[src/rtl/e203_exu_flush_arb_if.sv]
// Flush handshake bundle between the flush sources, the arbiter and the IFU.
// The master modport is the arbiter side; the slave modport is the source/IFU side.
interface e203_exu_flush_arb_if #(
    parameter int NCH     = 2,
    parameter int PC_SIZE = 32
);
    localparam int SRC_W = $clog2(NCH);

    logic [NCH-1:0]         src_flush_req;
    logic [NCH-1:0]         src_flush_ack;
    logic [NCH*PC_SIZE-1:0] src_add_op1;
    logic [NCH*PC_SIZE-1:0] src_add_op2;
    logic                   pipe_flush_req;
    logic                   pipe_flush_ack;
    logic [PC_SIZE-1:0]     pipe_flush_add_op1;
    logic [PC_SIZE-1:0]     pipe_flush_add_op2;
    logic [SRC_W-1:0]       pipe_flush_src;

    modport master (
        input  src_flush_req, src_add_op1, src_add_op2, pipe_flush_ack,
        output src_flush_ack, pipe_flush_req, pipe_flush_add_op1,
               pipe_flush_add_op2, pipe_flush_src
    );

    modport slave (
        output src_flush_req, src_add_op1, src_add_op2, pipe_flush_ack,
        input  src_flush_ack, pipe_flush_req, pipe_flush_add_op1,
               pipe_flush_add_op2, pipe_flush_src
    );
endinterface

[src/rtl/e203_exu_flush_arb.sv]
// Fixed-priority flush arbiter (source 0 highest) with non-preemptive grant lock and flush counter.
// Define E203_FLUSH_ARB_REG_EN for the registered (1-cycle) output mode; default is 0-cycle pass-through.
module e203_exu_flush_arb #(
    parameter int NCH     = 2,
    parameter int PC_SIZE = 32,
    parameter int CNT_W   = 16
) (
    input  logic                     clk,
    input  logic                     rst,
    e203_exu_flush_arb_if.master     bus,
    input  logic                     cmt_valid,
    output logic                     nonflush_cmt_ena,
    output logic                     flush_pulse,
    output logic [CNT_W-1:0]         flush_cnt
);
    localparam int SRC_W = $clog2(NCH);

    typedef enum logic {IDLE, LOCK} state_t;

    state_t             state_q, state_d;
    logic [SRC_W-1:0]   grant_q, grant_d;
    logic [CNT_W-1:0]   cnt_q;

    logic               arb_any;
    logic [SRC_W-1:0]   arb_idx;
    logic [SRC_W-1:0]   sel_idx;
    logic               sel_req;
    logic [PC_SIZE-1:0] sel_op1, sel_op2;
    logic               req_int;
    logic [PC_SIZE-1:0] op1_int, op2_int;

    // Descending scan so the lowest asserted index wins.
    always_comb begin
        arb_any = 1'b0;
        arb_idx = '0;
        for (int i = NCH - 1; i >= 0; i--) begin
            if (bus.src_flush_req[i]) begin
                arb_any = 1'b1;
                arb_idx = SRC_W'(i);
            end
        end
    end

    // In IDLE the fresh winner is looked at; in LOCK only the held grant matters.
    assign sel_idx = (state_q == IDLE) ? arb_idx : grant_q;

    always_comb begin
        sel_req = 1'b0;
        sel_op1 = '0;
        sel_op2 = '0;
        for (int i = 0; i < NCH; i++) begin
            if (sel_idx == SRC_W'(i)) begin
                sel_req = bus.src_flush_req[i];
                sel_op1 = bus.src_add_op1[i*PC_SIZE +: PC_SIZE];
                sel_op2 = bus.src_add_op2[i*PC_SIZE +: PC_SIZE];
            end
        end
    end

`ifdef E203_FLUSH_ARB_REG_EN
    logic [PC_SIZE-1:0] op1_q, op1_d, op2_q, op2_d;

    always_comb begin
        state_d = state_q;
        grant_d = grant_q;
        op1_d   = op1_q;
        op2_d   = op2_q;
        req_int = 1'b0;
        op1_int = op1_q;
        op2_int = op2_q;
        case (state_q)
            IDLE: begin
                if (arb_any) begin
                    state_d = LOCK;
                    grant_d = arb_idx;
                    op1_d   = sel_op1;
                    op2_d   = sel_op2;
                end
            end
            LOCK: begin
                req_int = sel_req;
                if (!sel_req || bus.pipe_flush_ack)
                    state_d = IDLE;
            end
            default: state_d = IDLE;
        endcase
    end

    always_ff @(posedge clk) begin
        if (rst) begin
            op1_q <= '0;
            op2_q <= '0;
        end else begin
            op1_q <= op1_d;
            op2_q <= op2_d;
        end
    end
`else
    always_comb begin
        state_d = state_q;
        grant_d = grant_q;
        req_int = 1'b0;
        op1_int = sel_op1;
        op2_int = sel_op2;
        case (state_q)
            IDLE: begin
                req_int = arb_any;
                if (arb_any && !bus.pipe_flush_ack) begin
                    state_d = LOCK;
                    grant_d = arb_idx;
                end
            end
            LOCK: begin
                req_int = sel_req;
                if (!sel_req || bus.pipe_flush_ack)
                    state_d = IDLE;
            end
            default: state_d = IDLE;
        endcase
    end
`endif

    always_ff @(posedge clk) begin
        if (rst) begin
            state_q <= IDLE;
            grant_q <= '0;
        end else begin
            state_q <= state_d;
            grant_q <= grant_d;
        end
    end

    // Reset has priority, so a handshake in a reset cycle is never counted.
    always_ff @(posedge clk) begin
        if (rst)
            cnt_q <= '0;
        else if (flush_pulse && (cnt_q != {CNT_W{1'b1}}))
            cnt_q <= cnt_q + CNT_W'(1);
    end

    always_comb begin
        bus.src_flush_ack = '0;
        for (int i = 0; i < NCH; i++)
            bus.src_flush_ack[i] = bus.pipe_flush_ack & req_int & (sel_idx == SRC_W'(i));
    end

    assign bus.pipe_flush_req     = req_int;
    assign bus.pipe_flush_add_op1 = req_int ? op1_int : '0;
    assign bus.pipe_flush_add_op2 = req_int ? op2_int : '0;
    assign bus.pipe_flush_src     = req_int ? sel_idx : '0;
    assign flush_pulse            = req_int & bus.pipe_flush_ack;
    assign nonflush_cmt_ena       = cmt_valid & ~req_int;
    assign flush_cnt              = cnt_q;

endmodule

[src/flat_wrapper.sv]
// flat-port wrapper written by rule: the top's interface ports become plain ports
module e203_exu_flush_arb_flat 
#(
    parameter int NCH     = 2,
    parameter int PC_SIZE = 32,
    parameter int CNT_W   = 16
)
  (clk, rst, cmt_valid, nonflush_cmt_ena, flush_pulse, flush_cnt, bus_src_flush_req, bus_src_add_op1, bus_src_add_op2, bus_pipe_flush_ack, bus_src_flush_ack, bus_pipe_flush_req, bus_pipe_flush_add_op1, bus_pipe_flush_add_op2, bus_pipe_flush_src);
  e203_exu_flush_arb_if #(.NCH(NCH), .PC_SIZE(PC_SIZE)) bus_i ();
  input  logic clk;
  input  logic rst;
  input  logic cmt_valid;
  output logic nonflush_cmt_ena;
  output logic flush_pulse;
  output logic [CNT_W-1:0] flush_cnt;
  input wire logic [$bits(bus_i.src_flush_req)-1:0] bus_src_flush_req;
  input wire logic [$bits(bus_i.src_add_op1)-1:0] bus_src_add_op1;
  input wire logic [$bits(bus_i.src_add_op2)-1:0] bus_src_add_op2;
  input wire logic [$bits(bus_i.pipe_flush_ack)-1:0] bus_pipe_flush_ack;
  output wire logic [$bits(bus_i.src_flush_ack)-1:0] bus_src_flush_ack;
  output wire logic [$bits(bus_i.pipe_flush_req)-1:0] bus_pipe_flush_req;
  output wire logic [$bits(bus_i.pipe_flush_add_op1)-1:0] bus_pipe_flush_add_op1;
  output wire logic [$bits(bus_i.pipe_flush_add_op2)-1:0] bus_pipe_flush_add_op2;
  output wire logic [$bits(bus_i.pipe_flush_src)-1:0] bus_pipe_flush_src;
  assign bus_i.src_flush_req = bus_src_flush_req;
  assign bus_i.src_add_op1 = bus_src_add_op1;
  assign bus_i.src_add_op2 = bus_src_add_op2;
  assign bus_i.pipe_flush_ack = bus_pipe_flush_ack;
  assign bus_src_flush_ack = bus_i.src_flush_ack;
  assign bus_pipe_flush_req = bus_i.pipe_flush_req;
  assign bus_pipe_flush_add_op1 = bus_i.pipe_flush_add_op1;
  assign bus_pipe_flush_add_op2 = bus_i.pipe_flush_add_op2;
  assign bus_pipe_flush_src = bus_i.pipe_flush_src;
  e203_exu_flush_arb #(.NCH(NCH), .PC_SIZE(PC_SIZE), .CNT_W(CNT_W)) u_core (.clk(clk), .rst(rst), .bus(bus_i), .cmt_valid(cmt_valid), .nonflush_cmt_ena(nonflush_cmt_ena), .flush_pulse(flush_pulse), .flush_cnt(flush_cnt));
endmodule
[config.mk]
export PLATFORM = sky130hd
export DESIGN_NAME = e203_exu_flush_arb_flat
export DESIGN_NICKNAME = d
export VERILOG_FILES = /design/src/rtl/e203_exu_flush_arb_if.sv /design/src/rtl/e203_exu_flush_arb.sv /design/src/flat_wrapper.sv
export SDC_FILE = /design/constraint.sdc
export NUM_CORES = 1
export LEC_CHECK = 0
export ABC_CLOCK_PERIOD_IN_PS = 3400
export CAP_MARGIN = 20
export CORE_AREA = 2 2 86 88
export CTS_CLUSTER_SIZE = 14
export DETAILED_ROUTE_END_ITERATION = 8
export DIE_AREA = 0 0 88 90
export GPL_ROUTABILITY_DRIVEN = 0
export GPL_TIMING_DRIVEN = 0
export PLACE_DENSITY = 0.81
export SKIP_CTS_REPAIR_TIMING = 1
export SYNTH_ARGS = -nofsm -noshare
export SYNTH_HDL_FRONTEND = slang
export SYNTH_SLANG_ARGS = --single-unit
[constraint.sdc]
create_clock -name clk -period 3.4 [get_ports clk]
set_input_delay 0.51 -clock clk [delete_from_list [all_inputs] [get_ports clk]]
set_output_delay 0.51 -clock clk [all_outputs]
set_load 0.05 [all_outputs]
== After elaboration in Yosys (flattened, before gate mapping) ==
Cells that the tools add are included.

* Register bits after elaboration: 18
* Bits of input ports: 134

* Reduce and logical (&&, ||, !) cells: 6
* Equal/unequal tests: 1
* Bitwise gates (word level): 7
* $add $sub $neg: 1
* Multiplexer cells: 14

{| class="wikitable"
|+ Operators by type and width
! cell !! number
|-
| $mux W32 || 4
|-
| $add A16 B1 Y16 const B || 1
|-
| $ne A16 B16 Y1 const B || 1
|-
| $mux W1 || 8
|-
| $and A1 B1 Y1 || 4
|-
| $pmux W1 S2 || 2
|-
| $not A1 Y1 || 3
|-
| $logic_and A1 B1 Y1 || 2
|-
| $logic_not A1 Y1 || 2
|-
| $reduce_and A2 Y1 || 1
|-
| $logic_or A1 B1 Y1 || 1
|}

== Logic depth before layout (Yosys ltp) ==
Gate-level depths: netlist (run 1).

* Word-level depth: 8
* Mapped depth: 7
* Depth with buffers taken out: 5

== Least setup slack after synthesis (run 1) ==
Ideal clock, no wire load.

* Path kind: input port to output port
* Start point: in bus_src_flush_req[1]
* End point: out bus_pipe_flush_add_op1[10]
* Arrival time: 2.179 ns
* Data required time: 2.890 ns
* Stages on the path: 6
* Slack: 0.711 ns
* Cells stage by stage: buf_2 > a22o_1 > buf_2 > clkbuf_1 > nand2_1 > a21oi_1

* Word-level cells in the longest chain between the ends: 6
* Elaborated cells between the ends (all ways): 8
* Classes of those cells: mux (8)

{| class="wikitable"
|+ RTL lines
! what !! RTL line !! source
|-
| from (decl) || flat_wrapper.sv:16 || <nowiki>input wire logic [$bits(bus_i.src_flush_req)-1:0] bus_src_flush_req;</nowiki>
|-
| $mux W1 (2 in a row) || e203_exu_flush_arb.sv:37 || <nowiki>if (bus.src_flush_req[i]) begin</nowiki>
|-
| $mux W1 || e203_exu_flush_arb.sv:45 || <nowiki>assign sel_idx = (state_q == IDLE) ? arb_idx : grant_q;</nowiki>
|-
| $mux W1 || e203_exu_flush_arb.sv:52 || <nowiki>if (sel_idx == SRC_W'(i)) begin</nowiki>
|-
| $pmux W1 S2 || e203_exu_flush_arb.sv:105 || <nowiki>case (state_q)</nowiki>
|-
| $mux W32 (*) || e203_exu_flush_arb.sv:148 || <nowiki>assign bus.pipe_flush_add_op1 = req_int ? op1_int : '0;</nowiki>
|-
| to (decl) || flat_wrapper.sv:22 || <nowiki>output wire logic [$bits(bus_i.pipe_flush_add_op1)-1:0] bus_pipe_flush_add_op1;</nowiki>
|}

Every way passes the cells marked *; elsewhere a longest branch is shown, timed or not.

== Worst setup path in the final report (run 1) ==
* Start point: in bus_src_flush_req[0]
* End point: out bus_pipe_flush_add_op1[1]

* Word-level cells in the longest chain between the ends: 5
* Elaborated cells between the ends (all ways): 7
* Classes of those cells: mux (7)

{| class="wikitable"
|+ RTL lines
! what !! RTL line
|-
| $mux W1 || e203_exu_flush_arb.sv:37
|-
| $mux W1 || e203_exu_flush_arb.sv:45
|-
| $mux W1 || e203_exu_flush_arb.sv:52
|-
| $pmux W1 S2 || e203_exu_flush_arb.sv:105
|-
| $mux W32 (*) || e203_exu_flush_arb.sv:148
|}

Marks and branches as above.

==> results of run 1 <==
[sequential cells by signal (all words and copies together), names as in the netlist]
| name | cells |
|---|---|
| u_core.flush_cnt | 16 |
| u_core.grant_q | 1 |
| u_core.state_q | 1 |
[worst max-delay path: cells and delay by family]
family,cells,cell delay [ns]
simple gates,2,0.18
compound gates,2,0.31
buf+inv,4,1.76
[synthesized netlist by cell type (2+ instances only)]
cell and instances:
clkbuf_1 12, or4_1 8, nor3_1 2, and2_1 2, nor2b_1 6, nand4_1 4
o21ai_1 2, and4_1 2, nand3_1 3, buf_2 12, nor4_1 6, inv_1 3
buf_4 2, mux2_1 6, o31ai_1 8, a21oi_1 75, dfxtp_1 18, nand2_1 133
nor2_1 10
[area by class of cell]
type	instances	area (sq um)
diodes	1	2.50
plain buffers	27	139
clock buffers	4	55.1
fillers	657	2640
inverters	3	11.3
multi-input cells	284	1430
flip-flops and latches	18	360
well taps	99	124
repair buffers	221	2260
[report_power, final]
group	leakage [nW]	switching, mW	internal [mW]
Sequential	0.146	0.00475	0.214
Combinational	2.04	0.471	0.312
Clock	0.0288	0.0770	0.103
[worst max path at each step]
stage	end	slack [ns]	depth (start not counted)
floorplan	bus_pipe_flush_add_op1[10]	0.71	6
global placement	bus_pipe_flush_add_op2[16]	-0.37	7
detailed placement	bus_pipe_flush_add_op2[4]	-0.42	7
CTS	bus_pipe_flush_add_op2[4]	-0.44	7
global route	bus_pipe_flush_add_op2[30]	0.0001	8
finish	bus_pipe_flush_add_op1[1]	0.13	8
[through the flow]
step,power [mW],hold WS [ns]
5_1_grt,1.24,0.542
2_1_floorplan,0.668,0.541
6_report,1.18,0.515
4_1_cts,1.20,0.514
3_5_place_dp,1.02,0.502
3_3_place_gp,1.01,0.507
[cell families (layout without fill, tap and decap cells)]
group / after synthesis / after routing / synth area share (%)
AND/OR/NAND/NOR: 185 / 185 / 43.1
adder cells (fa/ha/maj): 1 / 1 / 0.648
other: 0 / 1 / 0
multiplexers: 6 / 6 / 3.50
AO/OA/AOI/OAI: 92 / 92 / 26.7
buffers and inverters: 30 / 255 / 7.39
flip-flops: 18 / 18 / 18.7
[metal layers]
layer / vias up / wire [um] / GRT usage, %
met1: 1383 / 3770 / 25.9
met5: - / 0 / 0
met2: 131 / 4930 / 40.7
li1: 1589 / - / -
met3: 25 / 765 / 4.13
met4: 0 / 327 / 8.59
==> flow_summary.json, run 1 <==
{
  "drive_gt1_share_pct": 8.08,
  "yosysTopAreaCellShare_pct": 25.9,
  "wl_per_cell_um": 14.9,
  "detail_route.first_pass.iterations": 4,
  "cts_buffers": 3,
  "synthCells": 332,
  "synth_seq_cells": 18,
  "mostFrequentLayoutCells": "clkdlybuf4s50_1, nand2_1, a21oi_1",
  "cp_slowest_cell": "clkdlybuf4s50_1",
  "p_leak_nw": 2.22,
  "grt_pass1_vias": 2969,
  "grt_pass1_wl_um": 14600,
  "cts_sinks": 18,
  "crit_top_cell": "clkdlybuf4s50_1",
  "status": "completed",
  "synthTopCellsByArea": "nand2_1, a21oi_1, dfxtp_1",
  "cts_buffer_depth": 2,
  "period_minus_slack_ns": 3.27,
  "ys_types": 37,
  "stdcell_count": 657,
  "crit_path_end_kind": "primary output",
  "fin_ws_ns": 0.132,
  "htreeDepth": 1,
  "r2r_cells": 6,
  "hold_path.startpoint": "u_core.flush_cnt[7]",
  "rrSetupSlack_ns": 1.37,
  "utilization_pct": 62.5,
  "dpl.hpwl_um": 7710,
  "die_y_um": 90,
  "drt-total-wl_um": 9790,
  "rows": 31,
  "place_inst": 649,
  "layout.nets": 693,
  "via_per_inst": 4.76,
  "yosysWarnings": 0,
  "antenna_found_initial": 1,
  "slew_headroom_pct": 60.8,
  "hold_end": "u_core.flush_cnt[7]",
  "reg2reg_to": "u_core.flush_cnt[6]",
  "maxCapViolCount": 0,
  "rsz0062_at_grt": "no",
  "synth_edf_count": 0,
  "tightest_slew_ns": 0.587,
  "die_w_um": 88,
  "clk_latency_ns": 0.26,
  "clkTransAtPathRegs_ns": 0.07,
  "ios": 220,
  "start_util_pct": 27.5,
  "ys_seq_area_share_pct": 18.7,
  "track_usage_pct": 22.7,
  "final_antenna_net_count": 0,
  "syn_area_sq_mm": 0.00193,
  "finalSetupTns_ns": 0,
  "cp-start-kind": "primary input",
  "drc": 0,
  "root_buffer": "clkbuf_8",
  "post_synth.cell_area_avg_sq_um": 5.81,
  "synth-async-reset-ratio_pct": 0,
  "vdd_drop_max_uv": 181,
  "synthFlopType": "dfxtp_1",
  "fmax_mhz": 306,
  "syn_to_final_growth_pct": 127,
  "finClkSkew_ns": 0.00437,
  "cp-startpoint": "bus_src_flush_req[0]",
  "slew_viol_final": 0,
  "dpl-instance-area_sq_mm": 0.00424,
  "layout_commonest_cell": "clkdlybuf4s50_1",
  "grt-ovfl-total": 0,
  "worstPathRequired_ns": 2.89,
  "drt_iter0_drc": 114,
  "core_area_sq_mm": 0.00702,
  "crit_chain": "clkdlybuf4s50_1 > nor2_1 > a22oi_2 > buf_4 > buf_2 > nand2_1 > a21oi_1 > clkdlybuf4s50_1",
  "syn_nets": 467,
  "finalHoldViolCount": 0,
  "final_area_sq_mm": 0.00439,
  "hp-class": "flip-flop to flip-flop",
  "max_stage_delay_ns": 0.82,
  "critical_path_class": "primary input to primary output",
  "setup_viol": 0,
  "io_buffers": 218,
  "rr_startpoint": "u_core.flush_cnt[0]",
  "grt_start_max_net_pins": 11,
  "hold_path_depth": 2,
  "cts_tree": "yes",
  "cellPowerDensity_mw_per_mm2": 269,
  "path_max_fanout": 10,
  "vias": 3128,
  "post-route-period-util_pct": 96.1,
  "place_ws_ns": -0.422,
  "arrival_ns": 2.76,
  "die_area_sq_mm": 0.00792,
  "synth_top_area_cell": "nand2_1"
}
No activity file was read; power rests on OpenSTA's default activity.
==> run 2: changes to the inputs <==
--- a/config.mk
+++ b/config.mk
@@ -14,7 +14,9 @@
 export GPL_ROUTABILITY_DRIVEN = 0
 export GPL_TIMING_DRIVEN = 0
 export PLACE_DENSITY = 0.81
+export SETUP_SLACK_MARGIN = 0.4
 export SKIP_CTS_REPAIR_TIMING = 1
+export SKIP_LAST_GASP = 1
 export SYNTH_ARGS = -nofsm -noshare
 export SYNTH_HDL_FRONTEND = slang
 export SYNTH_SLANG_ARGS = --single-unit
==> flow_summary.json, run 2 (synthesis gave the netlist of run 1 again) <==
{
  "drt-total-wl_um": 9790,
  "hp-class": "flip-flop to flip-flop",
  "seq_area_sq_um": 360,
  "clk_latency_ns": 0.26,
  "final_antenna_net_count": 0,
  "dpl.hpwl_um": 7710,
  "grt_pass1_vias": 2969,
  "drt_iter0_drc": 118,
  "drc": 0,
  "drive_gt1_share_pct": 14.2,
  "stdcell_count": 657,
  "rrSetupSlack_ns": 1.36,
  "cts_tree": "yes",
  "grt-ovfl-total": 0,
  "tightest_slew_ns": 0.585,
  "cp-start-kind": "primary input",
  "htreeDepth": 1,
  "die_w_um": 88,
  "die_area_sq_mm": 0.00792,
  "ios": 220,
  "via_per_inst": 4.80,
  "arrival_ns": 2.51,
  "cp-startpoint": "bus_src_flush_req[0]",
  "multi_input_area_sq_mm": 0.00144,
  "cts_buffers": 3,
  "grt_start_max_net_pins": 11,
  "cts_buffer_depth": 2,
  "setup_viol": 0,
  "slew_headroom_pct": 61.0,
  "syn_to_final_growth_pct": 120,
  "fill_cells": 683,
  "p_leak_nw": 2.07,
  "die_y_um": 90,
  "layout.nets": 693,
  "status": "completed",
  "mostFrequentLayoutCells": "clkdlybuf4s50_1, nand2_1, a21oi_1",
  "core_area_sq_mm": 0.00702,
  "detail_route.first_pass.iterations": 4,
  "place_inst": 649,
  "io_buffers": 218,
  "post-route-period-util_pct": 88.9,
  "grt_pass1_wl_um": 14600,
  "cellPowerDensity_mw_per_mm2": 273,
  "track_usage_pct": 22.7,
  "start_util_pct": 27.5,
  "vias": 3153,
  "fmax_mhz": 331,
  "rsz0062_at_grt": "yes",
  "cp-endpoint": "bus_pipe_flush_add_op2[4]",
  "worstPathRequired_ns": 2.89,
  "critical_path_class": "primary input to primary output",
  "antenna_found_initial": 1,
  "maxCapViolCount": 0,
  "clkTransAtPathRegs_ns": 0.07,
  "reg2reg_to": "u_core.flush_cnt[6]",
  "slew_viol_final": 0,
  "utilization_pct": 60.3,
  "rr_startpoint": "u_core.flush_cnt[0]",
  "wl_per_cell_um": 14.9,
  "vdd_drop_max_uv": 193,
  "r2r_cells": 6,
  "final_area_sq_mm": 0.00424,
  "rows": 31,
  "largest_reg_flops": 16,
  "finalHoldViolCount": 0,
  "dpl-instance-area_sq_mm": 0.00424,
  "root_buffer": "clkbuf_8",
  "finClkSkew_ns": 0.00494,
  "period_minus_slack_ns": 3.02,
  "holdWs_ns": 0.515,
  "path_max_fanout": 10,
  "cts_sinks": 18,
  "layout_commonest_cell": "clkdlybuf4s50_1",
  "crit_path_end_kind": "primary output"
}
-- run 2: power by group --
part | leakage, nW | switching [mW] | internal [mW]
Clock | 0.0288 | 0.0768 | 0.103
Combinational | 1.90 | 0.472 | 0.287
Sequential | 0.146 | 0.00489 | 0.214
-- run 2: stage by stage --
| step | power (mW) | setup slack (ns) | TNS [ns] |
|---|---|---|---|
| final | 1.16 | 0.378 | 0 |
| after global routing | 1.21 | 0.227 | 0 |
| after CTS | 1.20 | -0.439 | -21.52 |
| after detailed placement | 1.02 | -0.422 | -21.05 |
| after global placement | 1.01 | -0.367 | -16.18 |
| after floorplan | 0.668 | 0.711 | 0 |
-- run 2: area by class of cell --
cell class	count	share of cell area [%]
buffer	27	3.55
inverter	3	0.266
clock buffer	4	1.30
antenna	1	0.0591
tap	99	2.92
sequential	18	8.51
timing repair buffer	221	49.5
multi-input combinational	284	33.9
-- run 2: how the worst min path moves through the flow --
stage                              startpoint                  end  slack [ns]  depth (start not counted)
final                     u_core.flush_cnt[7]  u_core.flush_cnt[7]        0.51                          2
after global routing      u_core.flush_cnt[7]  u_core.flush_cnt[7]        0.54                          2
after CTS                 u_core.flush_cnt[7]  u_core.flush_cnt[7]        0.51                          2
after detailed placement  u_core.flush_cnt[7]  u_core.flush_cnt[7]        0.50                          2
after global placement    u_core.flush_cnt[7]  u_core.flush_cnt[7]        0.51                          2
after floorplan                u_core.grant_q       u_core.grant_q        0.54                          2
-- run 2: routing by layer --
layer | global-route usage [%] | wire length [um] | share of wire (%) | vias to the layer above
li1 | - | - | - | 1592
met1 | 25.9 | 3770 | 39 | 1388
met2 | 40.7 | 4880 | 50 | 147
met3 | 4.13 | 803 | 8.2 | 26
met4 | 8.59 | 328 | 3.4 | 0
met5 | 0 | 0 | 0 | -
-- run 2: worst max-delay path, stage by stage --
cell	delay [ns]
clkdlybuf4s50_1	0.48
nor2_2	0.17
a22o_1	0.22
clkbuf_1	0.38
nand2_1	0.09
a21oi_1	0.19
dlymetal6s2s_1	0.46
==> run 3: changes to the inputs <==
--- a/config.mk
+++ b/config.mk
@@ -5,7 +5,7 @@
 export SDC_FILE = /design/constraint.sdc
 export NUM_CORES = 1
 export LEC_CHECK = 0
-export ABC_CLOCK_PERIOD_IN_PS = 3400
+export ABC_CLOCK_PERIOD_IN_PS = 3600
 export CAP_MARGIN = 20
 export CORE_AREA = 2 2 86 88
 export CTS_CLUSTER_SIZE = 14
==> constraint.sdc (replaced) <==
create_clock -name clk -period 3.6 [get_ports clk]
set_input_delay 0.54 -clock clk [delete_from_list [all_inputs] [get_ports clk]]
set_output_delay 0.54 -clock clk [all_outputs]
set_load 0.05 [all_outputs]
==> flow_summary.json, run 3 (synthesis gave the netlist of run 1 again) <==
{
  "status": "completed",
  "hold_end": "u_core.flush_cnt[7]",
  "p_leak_nw": 2.17,
  "io_buffers": 218,
  "via_per_inst": 4.81,
  "final_antenna_net_count": 0,
  "critical_path_class": "primary input to primary output",
  "syn_to_final_growth_pct": 121,
  "grt_pass1_wl_um": 14600,
  "post-route-period-util_pct": 86.4,
  "layout.nets": 693,
  "cts_buffer_depth": 2,
  "maxCapViolCount": 0,
  "rr_startpoint": "u_core.flush_cnt[0]",
  "vdd_drop_max_uv": 184,
  "clk_latency_ns": 0.26,
  "hold_path.startpoint": "u_core.flush_cnt[7]",
  "cellPowerDensity_mw_per_mm2": 256,
  "grt_pass1_vias": 2969,
  "grt-ovfl-total": 0,
  "largest_reg_flops": 16,
  "rsz0062_at_grt": "yes",
  "vias": 3162,
  "ios": 220,
  "htreeDepth": 1,
  "crit_path_end_kind": "primary output",
  "dpl.hpwl_um": 7710,
  "rows": 31,
  "setup_viol": 0,
  "drt_iter0_drc": 130,
  "finalHoldViolCount": 0,
  "cp-start-kind": "primary input",
  "tightest_slew_ns": 0.577,
  "root_buffer": "clkbuf_8",
  "worstPathRequired_ns": 3.06,
  "start_util_pct": 27.5,
  "stdcell_count": 657,
  "drc": 0,
  "layout_commonest_cell": "clkdlybuf4s50_1",
  "slew_headroom_pct": 61.2,
  "clkTransAtPathRegs_ns": 0.07,
  "drive_gt1_share_pct": 12.4,
  "hp-class": "flip-flop to flip-flop",
  "dpl-instance-area_sq_mm": 0.00424,
  "finClkSkew_ns": 0.00573,
  "arrival_ns": 2.57,
  "fin_ws_ns": 0.490,
  "mostFrequentLayoutCells": "clkdlybuf4s50_1, nand2_1, a21oi_1",
  "die_y_um": 90,
  "path_max_fanout": 10,
  "grt_start_max_net_pins": 11,
  "drt-total-wl_um": 9830,
  "die_area_sq_mm": 0.00792,
  "place_ws_ns": -0.282,
  "core_area_sq_mm": 0.00702,
  "antenna_found_initial": 1,
  "cts_tree": "yes",
  "hold_path_depth": 2,
  "fill_cells": 678,
  "die_w_um": 88,
  "cts_sinks": 18,
  "track_usage_pct": 22.7,
  "r2r_cells": 6,
  "reg2reg_to": "u_core.flush_cnt[6]",
  "detail_route.first_pass.iterations": 4,
  "final_area_sq_mm": 0.00426,
  "wl_per_cell_um": 15.0,
  "holdWs_ns": 0.516,
  "fmax_mhz": 322,
  "slew_viol_final": 0,
  "cts_buffers": 3,
  "utilization_pct": 60.7,
  "place_inst": 649,
  "rrSetupSlack_ns": 1.55,
  "period_minus_slack_ns": 3.11
}
-- run 3: changes by cell type in the layout (fill, tap and decap cells not counted) --
cell	before	now
buf_2	17	15
buf_4	9	6
clkbuf_2	30	34
clkbuf_4	9	2
dlymetal6s2s_1	29	37
nor2_1	9	10
nor2_2	1	0
o21ai_1	1	2
o21ai_2	1	0
-- run 3: layout make-up --
cell class | instances | area (sq um) | area share [%]
tap | 99 | 124 | 2.90
inverter | 3 | 11.3 | 0.264
clock buffer | 4 | 55.1 | 1.29
multi-input combinational | 284 | 1430 | 33.6
sequential | 18 | 360 | 8.45
antenna | 1 | 2.50 | 0.0587
buffer | 27 | 143 | 3.35
timing repair buffer | 221 | 2140 | 50.1
-- run 3: metrics by stage --
stage | power (mW) | setup TNS [ns]
global route | 1.15 | 0
CTS | 1.13 | -12.65
floorplan | 0.631 | 0
global placement | 0.954 | -7.71
finish | 1.09 | 0
detailed placement | 0.960 | -12.21
-- run 3: worst max path at each step --
stage / from / end / slack [ns]
floorplan: bus_src_flush_req[1] / bus_pipe_flush_add_op1[10] / 0.85
global route: bus_src_flush_req[0] / bus_pipe_flush_add_op2[4] / 0.33
CTS: bus_src_flush_req[0] / bus_pipe_flush_add_op2[4] / -0.30
detailed placement: bus_src_flush_req[0] / bus_pipe_flush_add_op2[4] / -0.28
global placement: bus_src_flush_req[0] / bus_pipe_flush_add_op2[16] / -0.23
finish: bus_src_flush_req[0] / bus_pipe_flush_add_op2[4] / 0.49
-- run 3: routing by layer --
metal / vias up / global-route usage, % / routed length, um
met3: 27 / 4.13 / 758
met5: - / 0 / 0
met4: 0 / 8.59 / 356
met2: 145 / 40.7 / 4890
met1: 1400 / 25.9 / 3820
li1: 1590 / - / -
-- run 3: worst max-delay path, cell delays in order --
cell,delay [ns]
clkdlybuf4s50_1,0.47
nor2_1,0.19
a22o_1,0.23
clkbuf_1,0.38
nand2_1,0.09
a21oi_1,0.20
dlymetal6s2s_1,0.46
-- run 3: report_power, final --
group          internal (mW)  switching (mW)
sequential             0.202         0.00451
combinational          0.272           0.445
clock                 0.0974          0.0723
total                  0.572           0.522
